[src/rtl/bpf_core_dispatcher_if.sv]
// Descriptor-in / verdict-out handshake bundle for bpf_core_dispatcher.
// The out_timeout signal exists only when BPF_DISPATCH_TIMEOUT_EN is defined.
interface bpf_core_dispatcher_if #(
  parameter int BUF_ID_WIDTH = 3,
  parameter int PLEN_WIDTH   = 10
);
  logic                    in_valid;
  logic                    in_ready;
  logic [BUF_ID_WIDTH-1:0] in_buf_id;
  logic [PLEN_WIDTH-1:0]   in_len;
  logic                    out_valid;
  logic                    out_ready;
  logic [BUF_ID_WIDTH-1:0] out_buf_id;
  logic [PLEN_WIDTH-1:0]   out_len;
  logic                    out_acc;
  logic [2:0]              out_core;
`ifdef BPF_DISPATCH_TIMEOUT_EN
  logic                    out_timeout;
`endif

  modport master (
    output in_valid, in_buf_id, in_len, out_ready,
    input  in_ready, out_valid, out_buf_id, out_len, out_acc, out_core
`ifdef BPF_DISPATCH_TIMEOUT_EN
    , input out_timeout
`endif
  );

  modport slave (
    input  in_valid, in_buf_id, in_len, out_ready,
    output in_ready, out_valid, out_buf_id, out_len, out_acc, out_core
`ifdef BPF_DISPATCH_TIMEOUT_EN
    , output out_timeout
`endif
  );
endinterface

[src/rtl/bpf_core_dispatcher.sv]
// Round-robin dispatcher sharing NUM_CORES BPF cores; per-core IDLE/RUN/DONE FSM.
// Optional per-run watchdog enabled by defining BPF_DISPATCH_TIMEOUT_EN.
//
// state   | meaning
// --------+-------------------------------------------------
// ST_IDLE | core free, may receive the next descriptor
// ST_RUN  | core_go high, waiting for acc/rej (or watchdog)
// ST_DONE | verdict latched, waiting for forwarder handshake
module bpf_core_dispatcher #(
  parameter int NUM_CORES      = 4,
  parameter int BUF_ID_WIDTH   = 3,
  parameter int PLEN_WIDTH     = 10,
  parameter int TIMEOUT_CYCLES = 4096
) (
  input  logic                            clk,
  input  logic                            rst_n,
  bpf_core_dispatcher_if.slave            bus,
  output logic [NUM_CORES-1:0]            core_go_o,
  output logic [NUM_CORES*PLEN_WIDTH-1:0] core_len_o,
  input  logic [NUM_CORES-1:0]            core_acc_i,
  input  logic [NUM_CORES-1:0]            core_rej_i,
  output logic [3:0]                      busy_count_o
);
  typedef enum logic [1:0] {ST_IDLE, ST_RUN, ST_DONE} core_st_e;

  core_st_e                st_q  [NUM_CORES];
  core_st_e                st_d  [NUM_CORES];
  logic [BUF_ID_WIDTH-1:0] id_q  [NUM_CORES];
  logic [BUF_ID_WIDTH-1:0] id_d  [NUM_CORES];
  logic [PLEN_WIDTH-1:0]   len_q [NUM_CORES];
  logic [PLEN_WIDTH-1:0]   len_d [NUM_CORES];
  logic [NUM_CORES-1:0]    acc_q, acc_d;
  logic [NUM_CORES-1:0]    go_q, go_d;
  logic [2:0]              dp_q, dp_d;
  logic [2:0]              rp_q, rp_d;
  logic [3:0]              busy_q, busy_d;

  logic [2:0]              disp_sel, res_sel;
  logic                    disp_hit, res_hit;
  logic                    disp_fire, res_fire;

`ifdef BPF_DISPATCH_TIMEOUT_EN
  localparam int CNT_W = (TIMEOUT_CYCLES > 2) ? $clog2(TIMEOUT_CYCLES) : 1;
  localparam logic [CNT_W-1:0] TO_LAST = CNT_W'(TIMEOUT_CYCLES - 1);

  logic [CNT_W-1:0]        cnt_q [NUM_CORES];
  logic [CNT_W-1:0]        cnt_d [NUM_CORES];
  logic [NUM_CORES-1:0]    to_q, to_d;
`endif

  function automatic logic [2:0] wrap_inc(input logic [2:0] p, input int k);
    int s;
    s = int'(p) + k;
    if (s >= NUM_CORES) s = s - NUM_CORES;
    return 3'(s);
  endfunction

  // First IDLE core at/after dp and first DONE core at/after rp.
  always_comb begin
    disp_sel = '0;
    res_sel  = '0;
    disp_hit = 1'b0;
    res_hit  = 1'b0;
    for (int k = 0; k < NUM_CORES; k++) begin
      for (int i = 0; i < NUM_CORES; i++) begin
        if (!disp_hit && st_q[i] == ST_IDLE && wrap_inc(dp_q, k) == 3'(i)) begin
          disp_hit = 1'b1;
          disp_sel = 3'(i);
        end
        if (!res_hit && st_q[i] == ST_DONE && wrap_inc(rp_q, k) == 3'(i)) begin
          res_hit = 1'b1;
          res_sel = 3'(i);
        end
      end
    end
  end

  always_comb begin
    bus.in_ready   = disp_hit;
    bus.out_valid  = res_hit;
    bus.out_core   = res_sel;
    bus.out_buf_id = '0;
    bus.out_len    = '0;
    bus.out_acc    = 1'b0;
`ifdef BPF_DISPATCH_TIMEOUT_EN
    bus.out_timeout = 1'b0;
`endif
    core_len_o     = '0;
    for (int i = 0; i < NUM_CORES; i++) begin
      core_len_o[i*PLEN_WIDTH +: PLEN_WIDTH] = len_q[i];
      if (res_hit && res_sel == 3'(i)) begin
        bus.out_buf_id = id_q[i];
        bus.out_len    = len_q[i];
        bus.out_acc    = acc_q[i];
`ifdef BPF_DISPATCH_TIMEOUT_EN
        bus.out_timeout = to_q[i];
`endif
      end
    end
  end

  assign core_go_o    = go_q;
  assign busy_count_o = busy_q;

  always_comb begin
    disp_fire = bus.in_valid && disp_hit;
    res_fire  = bus.out_ready && res_hit;
    dp_d      = disp_fire ? wrap_inc(disp_sel, 1) : dp_q;
    // While a verdict is stalled, park rp on it so a later finisher cannot displace it.
    rp_d      = res_fire ? wrap_inc(res_sel, 1) : (res_hit ? res_sel : rp_q);
    busy_d    = '0;
    for (int i = 0; i < NUM_CORES; i++) begin
      st_d[i]  = st_q[i];
      id_d[i]  = id_q[i];
      len_d[i] = len_q[i];
      acc_d[i] = acc_q[i];
`ifdef BPF_DISPATCH_TIMEOUT_EN
      cnt_d[i] = cnt_q[i];
      to_d[i]  = to_q[i];
`endif
      case (st_q[i])
        ST_IDLE: begin
          if (disp_fire && disp_sel == 3'(i)) begin
            st_d[i]  = ST_RUN;
            id_d[i]  = bus.in_buf_id;
            len_d[i] = bus.in_len;
`ifdef BPF_DISPATCH_TIMEOUT_EN
            cnt_d[i] = '0;
`endif
          end
        end
        ST_RUN: begin
          if (core_acc_i[i] || core_rej_i[i]) begin
            st_d[i]  = ST_DONE;
            acc_d[i] = core_acc_i[i] && !core_rej_i[i];
`ifdef BPF_DISPATCH_TIMEOUT_EN
            to_d[i]  = 1'b0;
`endif
          end
`ifdef BPF_DISPATCH_TIMEOUT_EN
          else if (cnt_q[i] == TO_LAST) begin
            st_d[i]  = ST_DONE;
            acc_d[i] = 1'b0;
            to_d[i]  = 1'b1;
          end else begin
            cnt_d[i] = cnt_q[i] + 1'b1;
          end
`endif
        end
        ST_DONE: begin
          if (res_fire && res_sel == 3'(i)) st_d[i] = ST_IDLE;
        end
        default: st_d[i] = ST_IDLE;
      endcase
      go_d[i] = (st_d[i] == ST_RUN);
      if (st_d[i] != ST_IDLE) busy_d = busy_d + 4'd1;
    end
  end

  always_ff @(posedge clk or negedge rst_n) begin
    if (!rst_n) begin
      dp_q   <= '0;
      rp_q   <= '0;
      busy_q <= '0;
      go_q   <= '0;
      acc_q  <= '0;
      for (int i = 0; i < NUM_CORES; i++) begin
        st_q[i]  <= ST_IDLE;
        id_q[i]  <= '0;
        len_q[i] <= '0;
      end
`ifdef BPF_DISPATCH_TIMEOUT_EN
      to_q <= '0;
      for (int i = 0; i < NUM_CORES; i++) cnt_q[i] <= '0;
`endif
    end else begin
      dp_q   <= dp_d;
      rp_q   <= rp_d;
      busy_q <= busy_d;
      go_q   <= go_d;
      acc_q  <= acc_d;
      for (int i = 0; i < NUM_CORES; i++) begin
        st_q[i]  <= st_d[i];
        id_q[i]  <= id_d[i];
        len_q[i] <= len_d[i];
      end
`ifdef BPF_DISPATCH_TIMEOUT_EN
      to_q <= to_d;
      for (int i = 0; i < NUM_CORES; i++) cnt_q[i] <= cnt_d[i];
`endif
    end
  end
endmodule

[src/flat_wrapper.sv]
// flat-port wrapper written by rule: the top's interface ports become plain ports
module bpf_core_dispatcher_flat 
#(
  parameter int NUM_CORES      = 4,
  parameter int BUF_ID_WIDTH   = 3,
  parameter int PLEN_WIDTH     = 10,
  parameter int TIMEOUT_CYCLES = 4096
)
  (clk, rst_n, core_go_o, core_len_o, core_acc_i, core_rej_i, busy_count_o, bus_in_valid, bus_in_buf_id, bus_in_len, bus_out_ready, bus_in_ready, bus_out_valid, bus_out_buf_id, bus_out_len, bus_out_acc, bus_out_core);
  bpf_core_dispatcher_if #(.BUF_ID_WIDTH(BUF_ID_WIDTH), .PLEN_WIDTH(PLEN_WIDTH)) bus_i ();
  input  logic clk;
  input  logic rst_n;
  output logic [NUM_CORES-1:0] core_go_o;
  output logic [NUM_CORES*PLEN_WIDTH-1:0] core_len_o;
  input  logic [NUM_CORES-1:0] core_acc_i;
  input  logic [NUM_CORES-1:0] core_rej_i;
  output logic [3:0] busy_count_o;
  input wire logic [$bits(bus_i.in_valid)-1:0] bus_in_valid;
  input wire logic [$bits(bus_i.in_buf_id)-1:0] bus_in_buf_id;
  input wire logic [$bits(bus_i.in_len)-1:0] bus_in_len;
  input wire logic [$bits(bus_i.out_ready)-1:0] bus_out_ready;
  output wire logic [$bits(bus_i.in_ready)-1:0] bus_in_ready;
  output wire logic [$bits(bus_i.out_valid)-1:0] bus_out_valid;
  output wire logic [$bits(bus_i.out_buf_id)-1:0] bus_out_buf_id;
  output wire logic [$bits(bus_i.out_len)-1:0] bus_out_len;
  output wire logic [$bits(bus_i.out_acc)-1:0] bus_out_acc;
  output wire logic [$bits(bus_i.out_core)-1:0] bus_out_core;
  assign bus_i.in_valid = bus_in_valid;
  assign bus_i.in_buf_id = bus_in_buf_id;
  assign bus_i.in_len = bus_in_len;
  assign bus_i.out_ready = bus_out_ready;
  assign bus_in_ready = bus_i.in_ready;
  assign bus_out_valid = bus_i.out_valid;
  assign bus_out_buf_id = bus_i.out_buf_id;
  assign bus_out_len = bus_i.out_len;
  assign bus_out_acc = bus_i.out_acc;
  assign bus_out_core = bus_i.out_core;
  bpf_core_dispatcher #(.NUM_CORES(NUM_CORES), .BUF_ID_WIDTH(BUF_ID_WIDTH), .PLEN_WIDTH(PLEN_WIDTH), .TIMEOUT_CYCLES(TIMEOUT_CYCLES)) u_core (.clk(clk), .rst_n(rst_n), .bus(bus_i), .core_go_o(core_go_o), .core_len_o(core_len_o), .core_acc_i(core_acc_i), .core_rej_i(core_rej_i), .busy_count_o(busy_count_o));
endmodule
[config.mk]
export PLATFORM = sky130hd
export DESIGN_NAME = bpf_core_dispatcher_flat
export DESIGN_NICKNAME = d
export VERILOG_FILES = /design/src/rtl/bpf_core_dispatcher_if.sv /design/src/rtl/bpf_core_dispatcher.sv /design/src/flat_wrapper.sv
export SDC_FILE = /design/constraint.sdc
export NUM_CORES = 1
export LEC_CHECK = 0
export CELL_PAD_IN_SITES_DETAIL_PLACEMENT = 1
export CELL_PAD_IN_SITES_GLOBAL_PLACEMENT = 2
export CORE_ASPECT_RATIO = 1.4
export CORE_MARGIN = 2
export CORE_UTILIZATION = 35
export DETAILED_ROUTE_END_ITERATION = 10
export MAX_ROUTING_LAYER = met4
export PLACE_DENSITY_LB_ADDON = 0.1
export SYNTH_ARGS = -nofsm -noshare
export SYNTH_HDL_FRONTEND = slang
export SYNTH_SLANG_ARGS = --single-unit
[constraint.sdc]
create_clock -name clk -period 5.6 [get_ports clk]
set_input_delay 1.12 -clock clk [delete_from_list [all_inputs] [get_ports clk]]
set_output_delay 1.12 -clock clk [all_outputs]
set_load 0.02 [all_outputs]
==> results of run 1 <==
==> per-layer routing <==
layer	routed length, um	GRT usage [%]
met1	5300	23.7
met2	6970	37.6
met3	336	3.16
met4	250	6.10
met5	0	-
==> metrics by stage <==
step | hold WS [ns] | cells
floorplan | 0.465 | 395
global placement | 0.477 | 614
detailed placement | 0.490 | 614
CTS | 0.503 | 630
global route | 0.513 | 630
finish | 0.501 | 630
==> worst max-delay path by stage <==
stage,start,to,slack [ns],depth (start not counted)
after CTS,u_core.st_q[3],bus_out_buf_id[2],0.36,14
after global routing,u_core.st_q[3],bus_out_buf_id[2],0.03,14
after global placement,u_core.st_q[0],bus_out_buf_id[0],0.88,13
final,u_core.st_q[3],bus_out_buf_id[2],0.37,14
after floorplan,u_core.st_q[2],bus_out_len[3],1.56,13
after detailed placement,u_core.st_q[3],bus_out_buf_id[2],0.77,14
==> layout make-up <==
| cell class | count | area (sq um) |
|---|---|---|
| clock buffers | 10 | 229 |
| repair buffers | 96 | 943 |
| fillers | 1304 | 6330 |
| flip-flops and latches | 78 | 1950 |
| well taps | 147 | 184 |
| clock inverters | 6 | 62.6 |
| multi-input cells | 285 | 2150 |
| inverters | 8 | 30.0 |
==> sequential cells by signal (all words and copies together) (netlist names) <==
| signal | cells |
|---|---|
| u_core.acc_q | 4 |
| u_core.core_go_o | 4 |
| u_core.rp_q | 3 |
| u_core.dp_q | 3 |
| u_core.busy_count_o | 4 |
| u_core.st_q | 8 |
| u_core.core_len_o | 40 |
| u_core.id_q | 12 |
==> cell usage after synthesis, types with 3 or more instances <==
cell	n
buf_6	3
nand3_1	4
o211ai_1	3
nor2_1	25
nand2b_1	7
a31oi_1	4
ha_1	11
nor2b_1	23
a21oi_1	32
a21o_1	3
inv_1	8
a221oi_1	14
nor3_1	17
o21ai_0	16
o31ai_1	9
buf_2	3
and3_1	5
clkbuf_1	14
a211oi_1	3
nand2_1	15
dfrtp_1	78
mux2_2	46
mux2_4	8
==> cells by family (layout without fill, tap and decap cells) <==
group	Yosys count	count (layout)
AOI/OAI and AO/OA	98	98
xor gates and xnor gates	5	5
adders and majority gates	11	11
buffers and inverters	32	120
DFF	78	78
muxes	56	56
other	1	2
and+or+nand+nor	113	113
==> cell usage in the layout, fill, tap and decap left out, types with 3 or more instances in the layout <==
master           netlist  final
buf_4                  2      7
a31oi_1                4      4
o31ai_1                9      9
o211ai_1               3      3
nand3_1                4      4
nor3_1                17     17
o21ai_0               16     16
ha_1                  11     11
nand2_1               15     15
and3_1                 5      5
a211oi_1               3      3
nand2b_1               7      7
nor2_1                25     25
mux2_2                46     46
clkinv_2               0      3
dfrtp_1               78     78
a21oi_1               32     32
clkbuf_16              0      9
a221oi_1              14     14
nor2b_1               23     22
a21o_1                 3      3
inv_1                  8      8
clkdlybuf4s50_1        0     89
mux2_4                 8      8
==> critical path, cell delays in order (launching register included) <==
cell	delay [ns]
dfrtp_1	0.61
nand2b_1	0.23
a21oi_1	0.33
a211oi_1	0.10
a31oi_1	0.36
inv_1	0.15
ha_1	0.23
buf_4	0.21
nor2b_1	0.15
buf_4	0.26
a221oi_1	0.13
nor3_1	0.19
a21oi_1	0.06
nor2_1	0.13
clkdlybuf4s50_1	0.62
==> out/qor.csv, run 1 <==
metric;value;unit
status;completed;
vias_per_cell;5.56;
drt-total-wl;12.9;mm
via_count;3500;
hold_start;u_core.id_q[11];
antenna_found_initial;0;
port_buffers;90;
fin_tns_setup;0;ns
slew_headroom;29.4;%
worstPathArrival;4.11;ns
die-area;13100;sq um
tritoncts;yes;
maxCapViolations;0;
post-dp-hpwl;8.91;mm
synth_top_cell_by_area;dfrtp_1;
ant_nets;0;
timing_worst_setup_path_type;flop to output port;
yosys.area_share.adder;3.23;%
drtPass1Iterations;4;
finalClockSkew;0.00615;ns
dpl_cell_area;5260;sq um
rsz0062_at_grt;false;
clk_latency;0.33;ns
drive_above_1_share;18.0;%
synthFlopType;dfrtp_1;
grt_first_pass_wirelength;20.7;mm
synth.area.top_cells;dfrtp_1, mux2_2, a21oi_1, nor2b_1, ha_1;
routedWlPerCell;20.4;um
synthDistinctLibCells;56;
grt_overflow;0;
final_util;46.7;%
final_nets;514;
syn_avg_cell_area;10.8;sq um
whs_endpoint;u_core.id_q[11];
synth_top_area_share;45.7;%
setup_ws;0.365;ns
postCtsSetupRepairBufs;0;
cts_hold_buf;0;
synth-xor-area-share;1.35;%
design_area;5550;sq um
grt_pass1_vias;3779;
drtIter0Drc;110;
synthMuxAreaShare;15.5;%
finalSetupViolCount;0;
worst_hold_path_type;flop to flop;
cts_buffer_depth;2;
fp.dieW;97.3;um
synthSimpleGateAreaFrac;14.9;%
syn-instance-count;394;
yosysWarnings;0;
synth_top_family_by_area;multiplexers;
drv_slew;0;
timing.rr.end;u_core.busy_count_o[1];
r2r_cells;15;
globalplace.congestion;0.874;
grt_usage;20.7;%
cts_root_buf;clkbuf_16;
crit_required;4.48;ns
clock_sinks;78;
ys_seq_area_share;45.7;%
cts_resized;0;
crit_path_start_kind;flop;
die_h;135;um
cts_buffers;9;
synth_edf_count;0;
start_util;35.9;%
num_rows;47;
area.growth.synth_to_final;30.1;%
drc;0;
h-tree-depth;3;
fin_crit_sh;93.5;%
r2r_slack;1.32;ns
worstPathMaxFanout;16;
synth_area;4270;sq um
postSynth.asyncResetShare;100;%
core;11900;sq um
rr_startpoint;u_core.st_q[2];
max_freq;0.191;GHz
tightest_slew;1.06;ns
end_kind;output port;
diodes;0;
clk_pin_slew;0.06;ns
ios;92;
whs_path_depth;1;
period_needed;5.23;ns
ys_ff_latch;78;
synth-compound-area-share;15.2;%
grt_max_degree;79;
timing.final.hold_violations;0;
preCtsSetupSlack;0.768;ns
Power of run 1 is left out: the tool's default activity adds up to more than one toggle a clock period on the data nets, which glitch-free logic cannot reach.
==> inputs of run 2 (changes only) <==
- GPL_TIMING_DRIVEN: default -> 0
==> run 2 against run 1 <==
  * Final cell count up 3.0%
  * Sequential share of layout area down 1.0 points
  * Clock-buffer cell count down 1
  * Fmax down 0.19%
  * Worst setup slack worse by 0.010 ns
  * Hold slack worse by 0.0033 ns
  * Non-clock buffer count up 19
  * Sequential cell count unchanged
  * Utilization up 1.4 points
  * Register-to-register slack better by 0.07 ns
  * Via count up 0.43%
  * Critical endpoint is now bus_out_len[9]
  * Highest routed layer unchanged
==> out/qor.csv, run 2 (synthesis results as in run 1) <==
metric;value;unit
num_rows;47;
cts_buffer_depth;2;
drtIter0Drc;124;
vias_per_cell;5.42;
timing.final.hold_violations;0;
final_util;48.2;%
worstPathMaxFanout;10;
drc;0;
die-area;13100;sq um
crit_buf_inv;4;
postCtsSetupRepairBufs;0;
via_count;3515;
mostFrequentLayoutCell;clkdlybuf4s50_1;
period_needed;5.24;ns
final_nets;533;
crit_required;4.48;ns
slew_headroom;50.4;%
rsz0062_at_grt;false;
finalClockSkew;0.00732;ns
crit_family;buffers and inverters;
routedWlPerCell;20.1;um
crit_chain;nand2b_1 -> o21ai_0 -> o31ai_2 -> a21oi_1 -> inv_1 -> ha_1 -> clkbuf_1 -> clkbuf_2 -> a221oi_1 -> nor3_1 -> a21oi_1 -> nor2_1 -> clkdlybuf4s50_1;
worstPathArrival;4.12;ns
drive_above_1_share;19.9;%
hold_start;u_core.id_q[11];
post-dp-hpwl;9.59;mm
area.growth.synth_to_final;34.1;%
grt_overflow;0;
tritoncts;yes;
core;11900;sq um
largest_reg_flops;40;
drt-total-wl;13.0;mm
worst_hold_path_type;flop to flop;
cpMaxStageDelayCell;clkdlybuf4s50_1;
startpoint;u_core.st_q[6];
drtPass1Iterations;4;
fin_tns_setup;0;ns
ant_nets;0;
cts_root_buf;clkbuf_16;
fp.dieW;97.3;um
rr_startpoint;u_core.st_q[6];
status;completed;
h-tree-depth;3;
worst_path_largest_cell_delay;0.64;ns
whs;0.498;ns
fill_cells;1314;
clk_latency;0.34;ns
crit_path_start_kind;flop;
timing_worst_setup_path_type;flop to output port;
maxCapViolations;0;
grt_max_degree;69;
finalSetupViolCount;0;
drv_slew;0;
cts_buffers;9;
clock_sinks;78;
final_cell_mix;clkdlybuf4s50_1, dfrtp_1, mux2_2, a21oi_1, nor2_1;
start_util;35.9;%
grt_pass1_vias;3880;
die_h;135;um
max_freq;0.191;GHz
crit_path_frequent_cell;a21oi_1;
clk_pin_slew;0.06;ns
diodes;0;
grt_first_pass_wirelength;20.9;mm
grt_usage;20.9;%
ios;92;
globalplace.congestion;0.834;
antenna_found_initial;0;
tightest_slew;0.744;ns
end_kind;output port;
fin_crit_sh;93.7;%
cts_hold_buf;0;
port_buffers;90;
-- run 2: changes by cell type in the layout (fill, tap and decap cells not counted), moves of 2 or more --
cell / before / now
clkbuf_1: 1 / 8
clkinv_4: 2 / 0
buf_6: 0 / 3
inv_6: 0 / 2
buf_2: 0 / 3
buf_4: 7 / 3
clkbuf_2: 0 / 6
-- run 2: repair_timing --
action / in CTS / in global routing
setup endpoints to repair: 11 / 14
resized for setup: 3 / 9
cloned: 0 / 0
-- run 2: worst register-to-register path: cells and delay by family (launching register included) --
family,cells,cell delay [ns]
DFF,1,0.47
and+or+nand+nor,5,0.62
buffers and inverters,2,0.69
adders and majority gates,3,0.74
AOI/OAI and AO/OA,7,1.37
muxes,1,0.18
-- run 2: area by class of cell --
class                      instances  area (sq um)  share of cell area (%)
multi-input combinational        285          2160                    37.8
sequential                        78          1950                    34.1
timing repair buffer              91           926                    16.2
clock buffer                       9           225                    3.94
tap                              147           184                    3.21
buffer                            24           148                    2.58
clock inverter                     7          95.1                    1.66
inverter                           8          30.0                   0.525
-- run 2: layer usage --
layer	vias up	track usage, %	share of wire, %
met1	1781	23.9	41
met2	78	37.9	55
met4	0	6.56	1.1
li1	1643	-	-
met5	-	-	0
met3	13	3.26	2.9
-- run 2: worst paths after layout --
path | slack (ns) | depth (start not counted) | to
min in group asynchronous | 0.63 | 1 | u_core.busy_count_o[1]
max in group asynchronous | 4.37 | 2 | u_core.core_len_o[29]
min | 0.50 | 1 | u_core.id_q[11]
max reg2reg | 1.39 | 18 | u_core.busy_count_o[1]
min reg2reg | 0.50 | 1 | u_core.id_q[11]
max | 0.36 | 13 | bus_out_len[9]
-- run 2: stage by stage --
step,instances,cell area (sq um),setup slack [ns]
detailed placement,633,5380,0.201
global route,649,5720,0.0252
global placement,632,5360,0.204
floorplan,395,4270,1.56
finish,649,5720,0.355
CTS,649,5700,0.0333
Power of run 2 is left out for the same reason.
==> inputs of run 3 (changes only) <==
- PLACE_DENSITY: default -> 0.85
- PLACE_DENSITY_LB_ADDON: 0.1 -> default
==> run 3 against run 2 <==
  * Fmax fell by 2.6%
  * Global-route usage rose by 0.69 points
  * Critical path depth did not move
  * Hold slack better by 0.013 ns
  * Cell area shrank 0.70%
  * Clock skew is 0.0016 ns lower
  * Register-to-register slack got worse by 0.29 ns
  * Largest cell class unchanged
==> out/qor.csv, run 3 (synthesis results as in run 1) <==
metric;value;unit
period_needed;5.39;ns
crit_required;4.48;ns
final_cell_mix;clkdlybuf4s50_1, dfrtp_1, mux2_2, a21oi_1, nor2_1;
ios;92;
core;11900;sq um
maxCapViolations;0;
drt-total-wl;13.4;mm
post-dp-hpwl;9.81;mm
cts_buffers;9;
worstPathMaxFanout;10;
clk_latency;0.34;ns
grt_overflow;0;
mostFrequentLayoutCell;clkdlybuf4s50_1;
antenna_found_initial;0;
port_buffers;90;
ant_nets;0;
drtPass1Iterations;4;
fin_crit_sh;96.2;%
rsz0062_at_grt;false;
finalClockSkew;0.00570;ns
worst_hold_path_type;flop to flop;
cts_hold_buf;0;
die_h;135;um
grt_max_degree;67;
drc;0;
h-tree-depth;3;
area.growth.synth_to_final;33.2;%
grt_pass1_vias;4021;
diodes;0;
max_freq;0.186;GHz
timing.final.hold_violations;0;
clk_pin_slew;0.06;ns
tightest_slew;0.836;ns
tritoncts;yes;
worstPathArrival;4.27;ns
start_util;35.9;%
grt_first_pass_wirelength;21.4;mm
whs_path_depth;1;
end_kind;output port;
slew_headroom;44.2;%
status;completed;
r2r_slack;1.10;ns
num_rows;47;
grt_usage;21.6;%
die-area;13100;sq um
r2r_cells;18;
crit_path_start_kind;flop;
cts_buffer_depth;2;
vias_per_cell;5.50;
drtIter0Drc;78;
drv_slew;0;
globalplace.congestion;0.878;
largest_reg_flops;40;
timing_worst_setup_path_type;flop to output port;
cts_root_buf;clkbuf_16;
final_nets;533;
drive_above_1_share;19.7;%
fp.dieW;97.3;um
fin_tns_setup;0;ns
finalSetupViolCount;0;
routedWlPerCell;20.7;um
clock_sinks;78;
via_count;3569;
[run 3: changes by cell type in the layout (fill, tap and decap cells not counted)]
| cell | previous run | this run |
|---|---|---|
| clkbuf_1 | 8 | 10 |
| a21oi_2 | 0 | 1 |
| clkinv_2 | 2 | 1 |
| bufinv_16 | 2 | 0 |
| clkbuf_8 | 0 | 1 |
| a21oi_1 | 32 | 31 |
[run 3: stage by stage]
step | util [%] | instance area (sq um) | setup WS, ns | hold WS, ns | cells
2_1_floorplan | - | 4270 | 1.56 | 0.465 | 395
3_3_place_gp | 45.1 | 5360 | 0.210 | 0.477 | 632
3_5_place_dp | 45.3 | 5380 | 0.0955 | 0.496 | 633
4_1_cts | 47.7 | 5660 | 0.00178 | 0.512 | 649
5_1_grt | 47.8 | 5680 | 0.0118 | 0.530 | 649
6_report | 47.8 | 5680 | 0.213 | 0.511 | 649
[run 3: layout make-up]
class	count	area, sq um
plain buffers	24	148
clock buffers	12	246
inverters	8	30.0
well taps	147	184
repair buffers	91	926
fillers	1329	6200
flip-flops and latches	78	1950
clock inverters	4	30.0
multi-input cells	285	2170
[run 3: repair_timing]
item / CTS / global route
setup buffers: 0 / 0
gates resized for setup: 2 / 13
gates cloned: 0 / 0
endpoints found under the setup margin: 10 / 14
[run 3: per-layer routing]
layer  vias to the layer above  routed length [um]  global-route usage [%]
met2                        72                7200                    38.5
li1                       1648                   -                       -
met5                         -                   0                       -
met4                         0                 396                    9.72
met3                        26                 362                    2.69
met1                      1823                5490                    24.4
[run 3: critical path, stage by stage (launching register included)]
cell and delay [ns]:
dfrtp_1 0.56, nand2b_1 0.30, o21ai_0 0.21, o31ai_2 0.40, a21oi_1 0.21, ha_1 0.22, clkbuf_1 0.22, nor2b_2 0.29
clkbuf_2 0.33, a221oi_1 0.14, nor3_1 0.18, a21oi_1 0.07, nor2_1 0.13, clkdlybuf4s50_1 0.65
[run 3: path summary, 6_finish.rpt]
| check | start | endpoint |
|---|---|---|
| worst max-delay path | u_core.st_q[6] | bus_out_len[5] |
| max in group asynchronous | rst_n | u_core.st_q[2] |
| worst min-delay path | u_core.id_q[3] | u_core.id_q[3] |
| min in group asynchronous | rst_n | u_core.st_q[1] |
| worst max register to register | u_core.st_q[6] | u_core.busy_count_o[1] |
| worst min register to register | u_core.id_q[3] | u_core.id_q[3] |
Power of run 3 is left out for the same reason.
